`config.mk`:
```
export PLATFORM = sky130hd
export DESIGN_NAME = ysyx_24080014_lsu_flat
export DESIGN_NICKNAME = d
export VERILOG_FILES = /design/src/rtl/ysyx_24080014_lsu_if.sv /design/src/rtl/ysyx_24080014_lsu.sv /design/src/flat_wrapper.sv
export SDC_FILE = /design/constraint.sdc
export NUM_CORES = 1
export LEC_CHECK = 0
export BUFFER_PORTS_ARGS = -buffer_cell sky130_fd_sc_hd__clkbuf_2
export CORE_UTILIZATION = 45
export DETAILED_ROUTE_END_ITERATION = 10
export PLACE_DENSITY = 0.84
export SLEW_MARGIN = 25
export SYNTH_ARGS = -nofsm -noshare
export SYNTH_HDL_FRONTEND = slang
export SYNTH_SLANG_ARGS = --single-unit
```
`constraint.sdc`:
```
create_clock -name clk -period 4.8 [get_ports clk]
set_clock_uncertainty 0.2 [all_clocks]
set_input_delay 0.48 -clock clk [delete_from_list [all_inputs] [get_ports clk]]
set_output_delay 0.48 -clock clk [all_outputs]
set_load 0.005 [all_outputs]
```
`src/rtl/ysyx_24080014_lsu_if.sv`:
```
// Pipeline-side and bus-side signals of the load/store unit.
// The slave modport is the LSU's view; master is the surrounding pipeline and memory.
interface ysyx_24080014_lsu_if;
  // Every channel uses the same rule: a transfer happens on a rising edge where
  // valid and ready are both 1. Once valid rises, it and its payload stay put
  // until that edge. Ready may depend on valid. The response channel has no ready.
  logic        in_valid;
  logic        in_ready;
  logic        in_is_load;
  logic        in_is_store;
  logic [2:0]  in_funct3;
  logic [31:0] in_addr;
  logic [31:0] in_wdata;
  logic [4:0]  in_rd;

  logic        mem_req_valid;
  logic        mem_req_ready;
  logic        mem_we;
  logic [31:0] mem_addr;
  logic [31:0] mem_wdata;
  logic [7:0]  mem_wmask;
  logic        mem_rsp_valid;
  logic [31:0] mem_rdata;

  logic        out_valid;
  logic        out_ready;
  logic [31:0] out_data;
  logic [4:0]  out_rd;
  logic        out_wen;
  logic        out_err;

  logic [1:0]  dbg_state;

  modport slave (
    input  in_valid, in_is_load, in_is_store, in_funct3, in_addr, in_wdata, in_rd,
    output in_ready,
    output mem_req_valid, mem_we, mem_addr, mem_wdata, mem_wmask,
    input  mem_req_ready, mem_rsp_valid, mem_rdata,
    output out_valid, out_data, out_rd, out_wen, out_err,
    input  out_ready,
    output dbg_state
  );

  modport master (
    output in_valid, in_is_load, in_is_store, in_funct3, in_addr, in_wdata, in_rd,
    input  in_ready,
    input  mem_req_valid, mem_we, mem_addr, mem_wdata, mem_wmask,
    output mem_req_ready, mem_rsp_valid, mem_rdata,
    input  out_valid, out_data, out_rd, out_wen, out_err,
    output out_ready,
    input  dbg_state
  );
endinterface

```
`src/rtl/ysyx_24080014_lsu.sv`:
```
// Single-outstanding load/store unit: accepts one instruction, performs at most one
// bus access, and presents the write-back result until it is taken.
module ysyx_24080014_lsu (
  input logic                  clk,
  input logic                  rst,
  ysyx_24080014_lsu_if.slave   bus
);

  typedef enum logic [1:0] {
    S_IDLE = 2'd0,
    S_REQ  = 2'd1,
    S_WAIT = 2'd2,
    S_DONE = 2'd3
  } state_t;

  state_t state, state_next;

  logic        ld_q, st_q;
  logic [2:0]  f3_q;
  logic [31:0] addr_q, wdata_q;
  logic [4:0]  rd_q;
  logic [31:0] res_data_q;
  logic        res_wen_q, res_err_q;

  logic        accept;
  logic        is_mem, bad_f3, misaligned, acc_err;
  logic [31:0] rd_shift;
  logic [31:0] load_data;
  logic [3:0]  lane_mask;

  assign accept = bus.in_valid && (state == S_IDLE);
  assign is_mem = bus.in_is_load || bus.in_is_store;

  // funct3 011/110/111 have no size meaning for memory ops.
  assign bad_f3 = (bus.in_funct3 == 3'b011) || (bus.in_funct3 == 3'b110) ||
                  (bus.in_funct3 == 3'b111);
  assign misaligned = ((bus.in_funct3[1:0] == 2'b01) && bus.in_addr[0]) ||
                      ((bus.in_funct3[1:0] == 2'b10) && (bus.in_addr[1:0] != 2'b00));
  assign acc_err = is_mem &&
                   ((bus.in_is_load && bus.in_is_store) || bad_f3 || misaligned);

  always_ff @(posedge clk or posedge rst) begin
    if (rst) state <= S_IDLE;
    else     state <= state_next;
  end

  always_comb begin
    state_next = state;
    case (state)
      S_IDLE: if (accept) state_next = (is_mem && !acc_err) ? S_REQ : S_DONE;
      S_REQ:  if (bus.mem_req_ready) state_next = S_WAIT;
      S_WAIT: if (bus.mem_rsp_valid) state_next = S_DONE;
      S_DONE: if (bus.out_ready) state_next = S_IDLE;
      default: state_next = S_IDLE;
    endcase
  end

  always_comb begin
    rd_shift  = bus.mem_rdata >> {addr_q[1:0], 3'b000};
    load_data = rd_shift;
    case (f3_q)
      3'b000:  load_data = {{24{rd_shift[7]}}, rd_shift[7:0]};
      3'b100:  load_data = {24'h0, rd_shift[7:0]};
      3'b001:  load_data = {{16{rd_shift[15]}}, rd_shift[15:0]};
      3'b101:  load_data = {16'h0, rd_shift[15:0]};
      default: load_data = rd_shift;
    endcase
  end

  always_comb begin
    lane_mask = 4'b1111;
    case (f3_q[1:0])
      2'b00:   lane_mask = 4'b0001 << addr_q[1:0];
      2'b01:   lane_mask = 4'b0011 << addr_q[1:0];
      default: lane_mask = 4'b1111;
    endcase
  end

  always_ff @(posedge clk or posedge rst) begin
    if (rst) begin
      ld_q       <= 1'b0;
      st_q       <= 1'b0;
      f3_q       <= 3'b000;
      addr_q     <= 32'h0;
      wdata_q    <= 32'h0;
      rd_q       <= 5'd0;
      res_data_q <= 32'h0;
      res_wen_q  <= 1'b0;
      res_err_q  <= 1'b0;
    end else begin
      if (accept) begin
        ld_q    <= bus.in_is_load;
        st_q    <= bus.in_is_store;
        f3_q    <= bus.in_funct3;
        addr_q  <= bus.in_addr;
        wdata_q <= bus.in_wdata;
        rd_q    <= bus.in_rd;
        // Non-memory instructions forward the ALU result straight to write-back.
        res_data_q <= is_mem ? 32'h0 : bus.in_addr;
        res_wen_q  <= !is_mem;
        res_err_q  <= acc_err;
      end
      if ((state == S_WAIT) && bus.mem_rsp_valid) begin
        res_data_q <= ld_q ? load_data : 32'h0;
        res_wen_q  <= ld_q;
      end
    end
  end

  assign bus.in_ready      = (state == S_IDLE);
  assign bus.mem_req_valid = (state == S_REQ);
  assign bus.mem_we        = (state == S_REQ) && st_q;
  assign bus.mem_addr      = (state == S_REQ) ? {addr_q[31:2], 2'b00} : 32'h0;
  assign bus.mem_wdata     = (state == S_REQ) ? (wdata_q << {addr_q[1:0], 3'b000}) : 32'h0;
  assign bus.mem_wmask     = (state == S_REQ) ? {4'b0000, lane_mask} : 8'h00;

  assign bus.out_valid = (state == S_DONE);
  assign bus.out_data  = (state == S_DONE) ? res_data_q : 32'h0;
  assign bus.out_rd    = (state == S_DONE) ? rd_q : 5'd0;
  assign bus.out_wen   = (state == S_DONE) && res_wen_q;
  assign bus.out_err   = (state == S_DONE) && res_err_q;
  assign bus.dbg_state = state;

endmodule

```
`src/flat_wrapper.sv`:
```
// flat-port wrapper written by rule: the top's interface ports become plain ports
module ysyx_24080014_lsu_flat 
  (clk, rst, bus_in_valid, bus_in_is_load, bus_in_is_store, bus_in_funct3, bus_in_addr, bus_in_wdata, bus_in_rd, bus_in_ready, bus_mem_req_valid, bus_mem_we, bus_mem_addr, bus_mem_wdata, bus_mem_wmask, bus_mem_req_ready, bus_mem_rsp_valid, bus_mem_rdata, bus_out_valid, bus_out_data, bus_out_rd, bus_out_wen, bus_out_err, bus_out_ready, bus_dbg_state);
  ysyx_24080014_lsu_if bus_i ();
  input logic clk;
  input logic rst;
  input wire logic [$bits(bus_i.in_valid)-1:0] bus_in_valid;
  input wire logic [$bits(bus_i.in_is_load)-1:0] bus_in_is_load;
  input wire logic [$bits(bus_i.in_is_store)-1:0] bus_in_is_store;
  input wire logic [$bits(bus_i.in_funct3)-1:0] bus_in_funct3;
  input wire logic [$bits(bus_i.in_addr)-1:0] bus_in_addr;
  input wire logic [$bits(bus_i.in_wdata)-1:0] bus_in_wdata;
  input wire logic [$bits(bus_i.in_rd)-1:0] bus_in_rd;
  output wire logic [$bits(bus_i.in_ready)-1:0] bus_in_ready;
  output wire logic [$bits(bus_i.mem_req_valid)-1:0] bus_mem_req_valid;
  output wire logic [$bits(bus_i.mem_we)-1:0] bus_mem_we;
  output wire logic [$bits(bus_i.mem_addr)-1:0] bus_mem_addr;
  output wire logic [$bits(bus_i.mem_wdata)-1:0] bus_mem_wdata;
  output wire logic [$bits(bus_i.mem_wmask)-1:0] bus_mem_wmask;
  input wire logic [$bits(bus_i.mem_req_ready)-1:0] bus_mem_req_ready;
  input wire logic [$bits(bus_i.mem_rsp_valid)-1:0] bus_mem_rsp_valid;
  input wire logic [$bits(bus_i.mem_rdata)-1:0] bus_mem_rdata;
  output wire logic [$bits(bus_i.out_valid)-1:0] bus_out_valid;
  output wire logic [$bits(bus_i.out_data)-1:0] bus_out_data;
  output wire logic [$bits(bus_i.out_rd)-1:0] bus_out_rd;
  output wire logic [$bits(bus_i.out_wen)-1:0] bus_out_wen;
  output wire logic [$bits(bus_i.out_err)-1:0] bus_out_err;
  input wire logic [$bits(bus_i.out_ready)-1:0] bus_out_ready;
  output wire logic [$bits(bus_i.dbg_state)-1:0] bus_dbg_state;
  assign bus_i.in_valid = bus_in_valid;
  assign bus_i.in_is_load = bus_in_is_load;
  assign bus_i.in_is_store = bus_in_is_store;
  assign bus_i.in_funct3 = bus_in_funct3;
  assign bus_i.in_addr = bus_in_addr;
  assign bus_i.in_wdata = bus_in_wdata;
  assign bus_i.in_rd = bus_in_rd;
  assign bus_in_ready = bus_i.in_ready;
  assign bus_mem_req_valid = bus_i.mem_req_valid;
  assign bus_mem_we = bus_i.mem_we;
  assign bus_mem_addr = bus_i.mem_addr;
  assign bus_mem_wdata = bus_i.mem_wdata;
  assign bus_mem_wmask = bus_i.mem_wmask;
  assign bus_i.mem_req_ready = bus_mem_req_ready;
  assign bus_i.mem_rsp_valid = bus_mem_rsp_valid;
  assign bus_i.mem_rdata = bus_mem_rdata;
  assign bus_out_valid = bus_i.out_valid;
  assign bus_out_data = bus_i.out_data;
  assign bus_out_rd = bus_i.out_rd;
  assign bus_out_wen = bus_i.out_wen;
  assign bus_out_err = bus_i.out_err;
  assign bus_i.out_ready = bus_out_ready;
  assign bus_dbg_state = bus_i.dbg_state;
  ysyx_24080014_lsu u_core (.clk(clk), .rst(rst), .bus(bus_i));
endmodule
```
==> results of run 1 <==
## registers in the layout, summed over array words and instances, names as in the netlist
name                  count
u_core.rd_q               5
u_core.res_wen_q          1
u_core.bus.dbg_state      2
u_core.ld_q               1
u_core.res_data_q        32
u_core.addr_q            32
u_core.f3_q               3
u_core.st_q               1
u_core.res_err_q          1
u_core.wdata_q           32
## per-stage QoR
stage / power (mW) / setup WS, ns / hold slack, ns / util
after floorplan: 3.08 / 1.22 / 0.237 / -
after global placement: 3.69 / 2.00 / 0.248 / 0.549
after CTS: 4.67 / 1.68 / 0.100 / 0.575
final: 4.66 / 1.68 / 0.0201 / 0.576
after global routing: 5.00 / 1.54 / 0.0781 / 0.576
after detailed placement: 3.76 / 1.81 / 0.254 / 0.549
## power by group through the flow
stage          sequential (mW)  combinational (mW)  clock, mW
3_3_place_gp              1.70                1.98          0
3_5_place_dp              1.72                2.04          0
5_1_grt                   1.77                2.29      0.939
6_report                  1.72                2.05      0.892
2_1_floorplan             1.54                1.54          0
4_1_cts                   1.71                2.06      0.902
## synthesized netlist by cell type (2+ instances only)
cell type,number
nand2_1,241
dfrtp_1,110
and2_1,72
nor2_1,58
mux2i_1,32
clkbuf_1,23
a211oi_1,22
o21ai_0,20
a21oi_1,15
a22oi_1,14
mux2_2,14
inv_1,12
buf_2,11
a2bb2oi_1,9
and3_1,9
buf_4,8
nor2b_1,8
buf_1,7
nand3_1,7
buf_6,6
a32oi_1,5
ha_1,5
o211ai_1,5
a222oi_1,4
clkbuf_2,2
nor4_1,2
o22ai_1,2
## critical path: cells and delay by family, from the launching register on
kind | cells | cell delay [ns]
DFF | 1 | 0.43
buffers and inverters | 3 | 0.78
AOI/OAI and AO/OA | 1 | 0.37
adders and majority gates | 1 | 0.49
## layer usage
metal | wire, um | vias to the layer above | track usage
met4 | 383 | 0 | 0.0898
met2 | 9550 | 300 | 0.464
met1 | 7990 | 2872 | 0.344
li1 | - | 2820 | -
met5 | 0 | - | 0
met3 | 1350 | 32 | 0.0528
## layout make-up
| class | instances | area share |
|---|---|---|
| Multi-Input combinational cell | 570 | 0.412 |
| Tap cell | 176 | 0.0285 |
| Clock buffer | 10 | 0.0310 |
| Inverter | 12 | 0.00648 |
| Clock inverter | 6 | 0.0151 |
| Timing Repair Buffer | 228 | 0.150 |
| Sequential cell | 110 | 0.357 |
## worst max-delay path by stage
stage,slack [ns],from,to
after CTS,1.68,u_core.bus.dbg_state[1],bus_mem_wdata[29]
after global placement,2.00,u_core.bus.dbg_state[0],u_core.res_data_q[21]
final,1.68,u_core.bus.dbg_state[1],bus_mem_wdata[29]
after detailed placement,1.81,u_core.bus.dbg_state[0],u_core.res_data_q[8]
after floorplan,1.22,rst,u_core.addr_q[0]
after global routing,1.54,u_core.bus.dbg_state[1],bus_mem_wdata[31]
## cell usage in the layout (no fill, tap or decap), drive strengths merged, types with 15 or more instances in the layout
master	Yosys	routed
a211oi	23	23
and2	72	72
nand2	241	241
mux2i	32	32
o21ai	23	23
nor2	58	58
a21oi	15	15
clkbuf	25	232
dfrtp	110	110
## cell families (layout without fill, tap and decap cells)
kind of cell | count (synthesis) | in the layout | share of synthesized area
compound gates | 105 | 105 | 0.123
xor+xnor | 2 | 2 | 0.00280
fa+ha+maj | 6 | 6 | 0.0116
buf+inv | 69 | 256 | 0.0560
flops | 110 | 110 | 0.440
mux | 47 | 47 | 0.0801
other cells | 1 | 6 | 0.000600
simple gates | 404 | 404 | 0.286
==> results.toml, run 1 <==
[drt]
drc = 0
wl_per_cell_um = 17.3
first_pass_iters = 5
drt_iter0_markers = 486
routed_via_density = 5.42
ant_nets = 0
wl_um = 19300
dr_total_vias = 6024

[setup_path]
critPathLaunchType = "register"
cp-end-kind = "output pin"
critPathMaxFanout = 21
path_class = "reg -> out"
cpMostUsedCell = "inv_1"
path_cells = "inv_1 -> ha_1 -> inv_1 -> a211oi_1 -> clkbuf_2"
worstPathArrival_ns = 2.44
cp_slowest_cell = "ha_1"
r2r-start = "u_core.bus.dbg_state[1]"
reg2regPathDepth = 7
r2r_slack_ns = 1.78
cpPeakStageDelay_ns = 0.49
r2r_end = "u_core.res_data_q[18]"
worstPathRequired_ns = 4.12

[clock_network]
cts_tree = "done"
cts_buffer_depth = 2
postCtsSetupBuffers = 0
cts_root_buf = "clkbuf_16"
ctsHoldBuffers = 0
path_clk_slew_ns = 0.08
ctsHtreeMaxLevel = 3
post_cts_resized = 0
insertion_delay_ns = 0.35
cts_sinks = 110
cts_buffers = 9

[power_and_ir_drop]
leakage_nw = 4.19
sequentialPowerShare = 0.369
power_density_nw_per_um2 = 604
swShare = 0.413
clkPwrFrac = 0.191
internal-power_mw = 2.74
combPwrFrac = 0.440
power.net_switching_mw = 1.92
peakVddDrop_mv = 0.280

[grt]
antenna_found_initial = 0
first_global_vias = 5752
grt_usage = 0.271
overflow = 0
grt_max_degree = 84
grt_pass1_wl_um = 30000

[floorplanning]
core_sq_um = 13400
rows = 42
die_y_um = 120
initial_core_util = 0.466
ios = 229
dieWidth_um = 120
dieArea_sq_um = 14400

[placement]
numPortBuffers = 222
routabilityCongestion = 0.885
dp.final_hpwl_um = 13700
dp.cells = 1096
dpl_cell_area_sq_um = 7360

[cells_and_area]
seqCellArea_sq_um = 2760
final_layout_size_suffix_gt1_frac = 0.292
finalInstanceArea_sq_um = 7720
n_fill_cell = 1217
multi_input_area_sq_um = 3180
area_growth_pct = 23.5
stdcell_count = 1112
num-nets-final = 1048
n_antenna_cell = 0

[flow_run]
maxCapViolations = 0

[timing]
tns_ns = 0
fmax_ghz = 0.321
finalHoldViolCount = 0
finalCritPeriodShare = 0.650
fin_crit_ns = 3.12
drv_slew = 0
relSlewSlack = 0.412
worst_slew_pin_slew_ns = 0.883
finalSetupViolations = 0
rsz0062_at_grt = "false"

[synth]
synth.avg_cell_area_sq_um = 8.40
synth_edf_count = 0
yosys_warnings = 0
syn_inst = 744
ys_seq_elements = 110
syn-cell-area_sq_um = 6250
ys_types = 48
yosys.area.top_type = "dfrtp_1"
yosysTopAreaCellShare = 0.440
ys_async_sr_fraction = 1.00
ys_seq_area_frac = 0.440
synthTopCellsByArea = "dfrtp_1 (44%), nand2_1 (14%), and2_1 (7.2%), mux2i_1 (5.1%), nor2_1 (3.5%)"
synth_ff_type = "dfrtp_1"

[min_path]
min_path_type = "in -> async"

[outcome]
status = "finished clean"
No activity file was read; power rests on OpenSTA's default activity.
==> run 2: changes to the inputs <==
clock period = 2.92 ns   (was 4.8 ns; I/O delays follow)
==> results.toml, run 2 (synthesis gave the netlist of run 1 again) <==
[outcome]
status = "finished clean"

[timing]
worst_slew_pin_slew_ns = 0.779
finalCritPeriodShare = 0.933
worst_slack_ns = 0.194
drv_slew = 0
fmax_ghz = 0.367
tns_ns = 0
relSlewSlack = 0.480
finalSetupViolations = 0
rsz0062_at_grt = "false"
finalHoldViolCount = 0
fin_crit_ns = 2.73

[clock_network]
cts_sinks = 110
insertion_delay_ns = 0.37
cts_buffers = 9
path_clk_slew_ns = 0.08
ctsHtreeMaxLevel = 3
cts_buffer_depth = 2
post_cts_resized = 0
cts_root_buf = "clkbuf_16"
cts_tree = "done"

[setup_path]
reg2regPathDepth = 6
cp-endpoint = "bus_mem_wdata[18]"
r2r-start = "u_core.bus.dbg_state[0]"
critPathMaxFanout = 23
worstPathArrival_ns = 2.23
r2r_slack_ns = 0.48
worstPathRequired_ns = 2.43
critPathLaunchType = "register"
cp-startpoint = "u_core.addr_q[1]"
path_class = "reg -> out"
cp-end-kind = "output pin"
r2r_end = "u_core.res_data_q[18]"

[drt]
dr_total_vias = 6444
wl_um = 20900
first_pass_iters = 7
ant_nets = 0
drt_iter0_markers = 486
wl_met2_um = 10400
dr.max_layer_used = "met4"
met1_length_um = 8140
drc = 0
routed_via_density = 5.41
wl_per_cell_um = 17.5
wl_met3_um = 1580

[cells_and_area]
n_antenna_cell = 0
num-nets-final = 1128
n_fill_cell = 1085
reg_top3 = "u_core.addr_q: 32 flops, u_core.res_data_q: 32 flops, u_core.wdata_q: 32 flops"
layout_commonest_cell = "nand2_1"
area_growth_pct = 35.2
final_layout_size_suffix_gt1_frac = 0.277
layout_common_cells = "nand2_1 (240), clkbuf_2 (222), dfrtp_1 (108)"

[placement]
dp.final_hpwl_um = 14100
routabilityCongestion = 0.879
numPortBuffers = 222
pre_cts_ws_ns = 0.478

[power_and_ir_drop]
leakage_nw = 4.50
peakVddDrop_mv = 0.588
power_density_nw_per_um2 = 897

[floorplanning]
dieArea_sq_um = 14400
core_sq_um = 13400
ios = 229
dieWidth_um = 120
rows = 42
initial_core_util = 0.466
die_y_um = 120

[grt]
grt_usage = 0.298
grt_pass1_wl_um = 32600
first_global_vias = 6244
overflow = 0
antenna_found_initial = 0
grt_max_degree = 64

[min_path]
min_path_type = "in -> reg"

[flow_run]
maxCapViolations = 0
## run 2: changes by cell type in the layout (fill, tap and decap cells not counted), moves of 2 or more
cell | previous run | this run
buf_12 | 0 | 3
buf_4 | 6 | 11
bufinv_16 | 3 | 0
clkinv_2 | 0 | 2
clkinvlp_4 | 0 | 3
dlygate4sd3_1 | 0 | 72
inv_6 | 3 | 0
inv_8 | 0 | 2
## run 2: layer usage
metal  vias to the layer above  GRT usage
met5                         -          0
li1                       2978          -
met4                         0      0.160
met2                       371      0.502
met3                        59     0.0613
met1                      3036      0.358
## run 2: critical path: stages (launching register included)
cell and delay (ns):
dfrtp_2 0.63, nor2b_2 0.69, a21oi_1 0.18, nor2_1 0.20
clkbuf_2 0.15
## run 2: layout make-up
class | count | area (sq um) | share of cell area
clock buffers | 9 | 225 | 0.0266
flip-flops and latches | 110 | 2760 | 0.326
repair buffers | 308 | 1970 | 0.234
well taps | 176 | 220 | 0.0260
clock inverters | 7 | 56.3 | 0.00666
multi-input cells | 570 | 3170 | 0.375
inverters | 12 | 48.8 | 0.00577
## run 2: worst min-delay path by stage
stage                                 endpoint         startpoint  cells past startpoint  slack [ns]
after floorplan               u_core.addr_q[0]     bus_in_addr[0]                      2        0.20
after global placement          u_core.rd_q[3]     u_core.rd_q[3]                      2        0.25
after detailed placement     u_core.addr_q[24]  u_core.addr_q[24]                      2        0.25
after CTS                     u_core.addr_q[1]     bus_in_addr[1]                      3       0.002
after global routing      u_core.res_data_q[1]     bus_in_addr[1]                      3        0.02
final                         u_core.addr_q[1]     bus_in_addr[1]                      3       0.007
## run 2: repair_timing
action,CTS,global route
hold buffers,72,0
endpoints found under the hold margin,112,0
setup buffers,0,0
## run 2: metrics by stage
stage | power, mW | hold slack (ns) | cells | area, sq um | utilization
after floorplan | 5.06 | 0.197 | 749 | 6270 | -
after global placement | 6.12 | 0.249 | 1104 | 7450 | 0.556
after detailed placement | 6.25 | 0.254 | 1104 | 7450 | 0.556
after CTS | 7.54 | 0.00174 | 1192 | 8450 | 0.631
after global routing | 8.13 | 0.0193 | 1192 | 8450 | 0.631
final | 7.58 | 0.00662 | 1192 | 8450 | 0.631
## run 2: power breakdown
part / total (mW) / internal [mW] / switching [mW] / leakage [nW]
sequential: 2.81 / 2.22 / 0.589 / 1.39
clock: 1.21 / 0.590 / 0.615 / 0.135
combinational: 3.57 / 1.53 / 2.04 / 2.97
total: 7.58 / 4.34 / 3.25 / 4.50
==> run 3: changes to the inputs <==
clock period = 2.9 ns   (was 2.92 ns; I/O delays follow)
==> results.toml, run 3 (synthesis gave the netlist of run 1 again) <==
[timing]
fin_crit_ns = 2.61
drv_slew = 0
fmax_ghz = 0.383
worst_slew_pin_slew_ns = 0.765
rsz0062_at_grt = "false"
finalSetupViolations = 0
finalCritPeriodShare = 0.899
finalHoldViolCount = 0
tns_ns = 0
relSlewSlack = 0.490

[cells_and_area]
multi_input_area_sq_um = 3170
layout_common_cells = "nand2_1 (240), clkbuf_2 (222), dfrtp_1 (108)"
reg_top3 = "u_core.addr_q: 32 flops, u_core.res_data_q: 32 flops, u_core.wdata_q: 32 flops"
n_antenna_cell = 0
fin_util = 0.630
area_growth_pct = 35.0
final_layout_size_suffix_gt1_frac = 0.276
layout_commonest_cell = "nand2_1"
seqCellArea_sq_um = 2760
num-nets-final = 1128
n_fill_cell = 1090

[drt]
drt_iter0_markers = 545
ant_nets = 0
dr_total_vias = 6518
wl_per_cell_um = 17.4
first_pass_iters = 5
wl_um = 20800
drc = 0
routed_via_density = 5.47

[setup_path]
cp-end-kind = "output pin"
cp_slowest_cell = "nor2b_2"
critPathMaxFanout = 21
path_class = "reg -> out"
critPathLaunchType = "register"
cpPeakStageDelay_ns = 0.69
worstPathArrival_ns = 2.12
path_cells = "nor2b_2 -> a21oi_1 -> nor2_1 -> clkbuf_2"
worstPathRequired_ns = 2.41

[grt]
grt_max_degree = 54
grt_pass1_wl_um = 33000
overflow = 0
grt_usage = 0.299
first_global_vias = 6395
antenna_found_initial = 0

[power_and_ir_drop]
internal-power_mw = 4.36
power_density_nw_per_um2 = 899
leakage_nw = 4.50
swShare = 0.426
peakVddDrop_mv = 0.458
clkPwrFrac = 0.152
combPwrFrac = 0.478
sequentialPowerShare = 0.370
power.net_switching_mw = 3.23

[placement]
dp.final_hpwl_um = 14300
numPortBuffers = 222
routabilityCongestion = 0.895

[clock_network]
post_cts_resized = 0
cts_buffer_depth = 2
cts_sinks = 110
path_clk_slew_ns = 0.07
cts_buffers = 9
cts_root_buf = "clkbuf_16"
ctsHtreeMaxLevel = 3
insertion_delay_ns = 0.36
cts_tree = "done"

[min_path]
min_path_type = "in -> reg"

[floorplanning]
dieArea_sq_um = 14400
dieWidth_um = 120
core_sq_um = 13400
ios = 229
initial_core_util = 0.466
die_y_um = 120
rows = 42

[outcome]
status = "finished clean"

[flow_run]
maxCapViolations = 0
[run 3: repair_timing]
item                                   in CTS  in global routing
endpoints found under the hold margin     102                  0
setup endpoints to repair                   0                  0
hold buffers                               72                  0
buffers inserted                            0                  0
[run 3: power by group through the flow]
stage	combinational (mW)	sequential [mW]	clock, mW
2_1_floorplan	2.55	2.54	0
3_3_place_gp	3.39	2.78	0
3_5_place_dp	3.51	2.80	0
4_1_cts	3.60	2.78	1.18
5_1_grt	4.05	2.89	1.24
6_report	3.63	2.81	1.15
[run 3: worst paths after layout]
path | from | endpoint | slack, ns | cells after the start
setup / recovery | u_core.addr_q[0] | bus_mem_wdata[18] | 0.29 | 4
hold / removal | bus_in_addr[1] | u_core.addr_q[1] | 0.01 | 3
setup reg to reg | u_core.bus.dbg_state[0] | u_core.res_data_q[20] | 0.43 | 6
hold reg to reg | u_core.addr_q[25] | u_core.addr_q[25] | 0.27 | 2
max in group asynchronous | rst | u_core.rd_q[4] | 1.44 | 4
min in group asynchronous | rst | u_core.addr_q[11] | 0.40 | 3
[run 3: cell type report]
cell class | count | area share
repair buffers | 308 | 0.234
clock buffers | 10 | 0.0271
multi-input cells | 570 | 0.376
clock inverters | 6 | 0.00445
well taps | 176 | 0.0261
inverters | 12 | 0.00578
flip-flops and latches | 110 | 0.326
[run 3: metal layers]
layer | part of all wire | global-route usage
met1 | 0.39 | 0.357
met2 | 0.47 | 0.495
met3 | 0.085 | 0.0566
met4 | 0.056 | 0.191
met5 | 0 | 0
[run 3: metrics by stage]
stage	cells	hold WS (ns)	setup WS [ns]	total power, mW	instance area (sq um)
2_1_floorplan	749	0.195	0.960	5.09	6270
6_report	1192	0.0142	0.292	7.59	8440
3_5_place_dp	1104	0.222	0.440	6.30	7450
3_3_place_gp	1104	0.229	0.585	6.17	7450
5_1_grt	1192	0.0483	0.170	8.17	8440
4_1_cts	1192	0.00565	0.329	7.55	8440
[run 3: critical path: cells and delay by family (launching register included)]
kind                   cells  cell delay, ns
flip-flops                 1            0.58
AND/OR/NAND/NOR            2            0.87
AO/OA/AOI/OAI              1            0.15
buffers and inverters      1            0.15
